--- src/rtl/clk_ratio_ctrl.sv ---
// Programming front-end for the MPU clock divider: handshake in, clamped ratio strobe out, settle wait, done pulse.
// Optional `define CLK_RATIO_RAMP_EN walks the ratio one step per strobe instead of jumping straight to target.
module clk_ratio_ctrl #(
  parameter int NOB        = 4,
  parameter int SETTLE_CYC = 16,
  parameter int MIN_RATIO  = 1
) (
  input  logic           clk,
  input  logic           reset,
  input  logic           req_valid,
  input  logic [NOB-1:0] req_ratio,
  output logic           req_ready,
  output logic           ratio_setting,
  output logic [NOB-1:0] divide_ratio,
  output logic [NOB-1:0] cur_ratio,
  output logic           busy,
  output logic           done,
  output logic           clamped
);

  localparam int CNT_W = $clog2(SETTLE_CYC + 1);

  localparam logic [1:0] IDLE   = 2'd0;
  localparam logic [1:0] APPLY  = 2'd1;
  localparam logic [1:0] SETTLE = 2'd2;

  localparam logic [NOB-1:0]   MIN_R    = NOB'(MIN_RATIO);
  localparam logic [CNT_W-1:0] CNT_LAST = CNT_W'(SETTLE_CYC - 1);

  logic [1:0]       state;
  logic [CNT_W-1:0] cnt;
  logic [NOB-1:0]   target;
  logic             clamp_flag;

  logic [NOB-1:0]   req_target;
  logic             req_clamped;
  logic [NOB-1:0]   acc_step;
  logic [NOB-1:0]   run_step;

  function automatic logic [NOB-1:0] clamp_ratio(input logic [NOB-1:0] r);
    return (r < MIN_R) ? MIN_R : r;
  endfunction

`ifdef CLK_RATIO_RAMP_EN
  function automatic logic [NOB-1:0] ramp_step(input logic [NOB-1:0] cur,
                                               input logic [NOB-1:0] tgt);
    if (tgt > cur)      return cur + NOB'(1);
    else if (tgt < cur) return cur - NOB'(1);
    else                return cur;
  endfunction
`endif

  always_comb begin
    req_target  = clamp_ratio(req_ratio);
    req_clamped = (req_ratio < MIN_R);
`ifdef CLK_RATIO_RAMP_EN
    acc_step    = ramp_step(cur_ratio, req_target);
    run_step    = ramp_step(cur_ratio, target);
`else
    acc_step    = req_target;
    run_step    = target;
`endif
  end

  assign req_ready = (state == IDLE);
  assign busy      = (state != IDLE);

  // Strobe is registered on the edge that enters APPLY, so it is visible for the whole APPLY cycle
  always_ff @(posedge clk or posedge reset) begin
    if (reset) begin
      state         <= IDLE;
      cnt           <= '0;
      target        <= '0;
      clamp_flag    <= 1'b0;
      ratio_setting <= 1'b0;
      divide_ratio  <= '0;
      cur_ratio     <= '0;
      done          <= 1'b0;
      clamped       <= 1'b0;
    end else begin
      ratio_setting <= 1'b0;
      done          <= 1'b0;
      clamped       <= 1'b0;
      case (state)
        IDLE: begin
          if (req_valid) begin
            if (req_target == cur_ratio) begin
              done    <= 1'b1;
              clamped <= req_clamped;
            end else begin
              state         <= APPLY;
              target        <= req_target;
              clamp_flag    <= req_clamped;
              ratio_setting <= 1'b1;
              divide_ratio  <= acc_step;
              cur_ratio     <= acc_step;
            end
          end
        end
        APPLY: begin
          state <= SETTLE;
          cnt   <= '0;
        end
        SETTLE: begin
          cnt <= cnt + CNT_W'(1);
          if (cnt == CNT_LAST) begin
            if (cur_ratio == target) begin
              state   <= IDLE;
              done    <= 1'b1;
              clamped <= clamp_flag;
            end else begin
              state         <= APPLY;
              ratio_setting <= 1'b1;
              divide_ratio  <= run_step;
              cur_ratio     <= run_step;
            end
          end
        end
        default: state <= IDLE;
      endcase
    end
  end

endmodule

--- config.mk ---
export PLATFORM = sky130hd
export DESIGN_NAME = clk_ratio_ctrl
export DESIGN_NICKNAME = d
export VERILOG_FILES = /design/src/rtl/clk_ratio_ctrl.sv
export SDC_FILE = /design/constraint.sdc
export NUM_CORES = 1
export LEC_CHECK = 0
export BUFFER_PORTS_ARGS = -buffer_cell sky130_fd_sc_hd__buf_2
export CORE_UTILIZATION = 45
export DETAILED_ROUTE_END_ITERATION = 12
export PLACE_DENSITY_LB_ADDON = 0.3
export SLEW_MARGIN = 25
export SYNTH_ARGS = -nofsm -noshare
export SYNTH_HDL_FRONTEND = slang
export SYNTH_SLANG_ARGS = --single-unit
export TNS_END_PERCENT = 30
--- constraint.sdc ---
create_clock -name clk -period 5 [get_ports clk]
set_clock_uncertainty 0.15 [all_clocks]
set_input_delay 0 -clock clk [delete_from_list [all_inputs] [get_ports clk]]
set_output_delay 0 -clock clk [all_outputs]
set_load 0.02 [all_outputs]
==> flow_summary.yaml <==
status:
  outcome: "finished clean"
synthesis:
  yosys.area.top_type_share_pct: 42.6
  synth_fp_nets: 115
  synth_area_per_cell_um2: 11.0
  synth_edf_count: 0
  syn_area_um2: 1120
  synthTopCellsByCount: "dfrtp_1, mux2_2, inv_1, nand2_1, xnor2_1"
  synth_top_cell_by_area: "dfrtp_1"
  synth-seq-cells: 19
  synthArstFlopShare_pct: 100
  yosysWarnings: 0
  ys_types: 33
  synth_area_leaders: "dfrtp_1, mux2_2, ha_1"
  yosysMostFrequentCell: "dfrtp_1"
  synth_flop_cell: "dfrtp_1"
  synth_cells: 102
  seq_area_frac_synth_pct: 42.6
cts:
  numCtsBuffers: 3
  h-tree-depth: 1
  postCtsHoldBufs: 7
  cts_tree: "built"
  clkTransAtPathRegs_ns: 0.11
  ctsResizeCount: 0
  post-cts-setup-buffer-count: 0
  clock_latency_ns: 0.30
  clock-sinks: 19
  clockBufferDepth: 2
  root_buffer: "clkbuf_4"
timing:
  fin_crit_sh_pct: 48.2
  setup_tns_ns: 0
  slew_headroom_pct: 52.0
  setup_ws_ns: 2.59
  fmax_mhz: 415
  rsz0062_at_grt: "no"
  final_hold_viol_count: 0
  worstMarginPinSlew_ns: 0.719
  setup_viol: 0
  finalCriticalPeriod_ns: 2.41
  slew_viol_final: 0
layout:
  num-nets-final: 141
  drive_gt1_share_pct: 30.7
  syn2layout_area_growth_pct: 17.2
  antennaDiodeCount: 0
  finalNonFillerCells: 155
detailed_routing:
  met1_length_um: 948
  drt_wl_total_mm: 2.10
  wl_met3_um: 127
  vias_per_cell: 5.42
  vias: 840
  avgRoutedWirePerCell_um: 13.5
  topRoutingLayerUsed: "met4"
  drc: 0
  drtIter0Drc: 15
  final_antenna_net_count: 0
  first_pass_iters: 4
  routed-wl-met2_um: 999
floorplan:
  die_w_um: 51.8
  start_util_pct: 49.1
  die_h_um: 51.8
  fp.dieArea_um2: 2690
  rows: 17
  io_pins: 20
  core_um2: 2280
grt:
  grt_pass1_vias: 844
  grt_usage_pct: 18.8
  overflow: 0
  grt_start_max_net_pins: 20
  antenna_found_initial: 0
  grt_first_pass_wirelength_mm: 3.64
worst_setup_path:
  reg2reg_depth: 5
  crit_slowest_cell: "dlygate4sd3_1"
  worstPathArrival_ns: 2.51
  criticalPathCategory: "register to register"
  timing.rr.end: "clamped$_DFF_PP0_"
  crit_fanout: 7
  max_stage_delay_ns: 0.58
  end_kind: "register"
  r2r_slack_ns: 2.59
  cp-start-kind: "register"
  required_ns: 5.10
  r2r_start: "cur_ratio[0]$_DFFE_PP0P_"
  worstPathCellList: "nor4b_1 > a211oi_2 > or3_1 > o41ai_1 > dlygate4sd3_1"
place:
  port_buffers: 19
  dp_hpwl_mm: 1.52
  place_inst: 144
  place_ws_ns: 2.83
  gp_congestion: 0.796
power:
  p_leak_nw: 0.620
  powerDensity_nw_per_um2: 583
  ir_worst_vdd_mv: 0.367
min_path:
  hold_path.class: "primary input to async pin"
run:
  maxCapViolCount: 0
[metrics by stage]
step | power (mW) | hold slack (ns) | util (%) | instance area (um2)
global placement | 0.671 | -0.00831 | 53.3 | 1210
global route | 0.822 | 0.259 | 57.6 | 1310
detailed placement | 0.686 | 0.00711 | 53.3 | 1210
finish | 0.764 | 0.193 | 57.6 | 1310
CTS | 0.769 | 0.218 | 57.6 | 1310
floorplan | 0.597 | -0.199 | - | 1120
[layer usage]
layer	track usage [%]	vias up
met5	0	-
met4	6.31	0
met3	5.56	2
met2	32.5	31
met1	22.0	391
li1	-	416
[how the worst max path moves through the flow]
stage	from	to	slack (ns)
after global placement	cnt[0]$_DFFE_PP0P_	cur_ratio[1]$_DFFE_PP0P_	2.85
after detailed placement	cnt[0]$_DFFE_PP0P_	cur_ratio[3]$_DFFE_PP0P_	2.83
after global routing	cur_ratio[0]$_DFFE_PP0P_	clamped$_DFF_PP0_	2.45
after floorplan	cnt[0]$_DFFE_PP0P_	cur_ratio[1]$_DFFE_PP0P_	3.03
final	cur_ratio[0]$_DFFE_PP0P_	clamped$_DFF_PP0_	2.59
after CTS	cur_ratio[0]$_DFFE_PP0P_	clamped$_DFF_PP0_	2.58
[critical path: cells and delay by family (launching register included)]
family                 cells  cell delay (ns)
and+or+nand+nor            2             0.73
buffers and inverters      1             0.58
DFF                        1             0.46
AOI/OAI and AO/OA          2             0.42
[registers in the layout, summed over array words and instances, names as in the netlist]
name	flops
cnt	5
cur_ratio	4
run_step	4
state	2
clamp_flag	1
clamped	1
done	1
ratio_setting	1
[cell type report]
class / count / area [um2]
repair buffers: 26 / 165
flip-flops and latches: 19 / 475
well taps: 28 / 35.0
fillers: 191 / 966
inverters: 8 / 30.0
multi-input cells: 70 / 578
clock buffers: 4 / 26.3
[cell families (layout without fill, tap and decap cells)]
| kind of cell | after synthesis | count (layout) | synth area share, % |
|---|---|---|---|
| DFF | 19 | 19 | 42.6 |
| and+or+nand+nor | 26 | 26 | 12.8 |
| muxes | 16 | 16 | 15.7 |
| AOI/OAI and AO/OA | 14 | 14 | 10.3 |
| adders and majority gates | 6 | 6 | 6.72 |
| xor gates and xnor gates | 8 | 8 | 6.27 |
| buffers and inverters | 13 | 38 | 5.71 |
[layout by cell type (no fill, tap or decap), types with 2 or more instances in the layout]
cell	instances
mux2_2	12
a41oi_1	2
dfrtp_1	19
dlygate4sd3_1	7
nor2_1	3
ha_1	6
nand4_1	2
buf_2	19
xnor2_1	7
nand3_1	4
nand2_1	7
inv_1	8
mux2i_1	4
clkbuf_4	3
o21ai_0	4
[power by group]
group | leakage (nW) | switching, mW | internal (mW)
clock | 0.0150 | 0.0486 | 0.0311
sequential | 0.242 | 0.0556 | 0.206
combinational | 0.363 | 0.238 | 0.185
(Power assumes the default switching activity.)
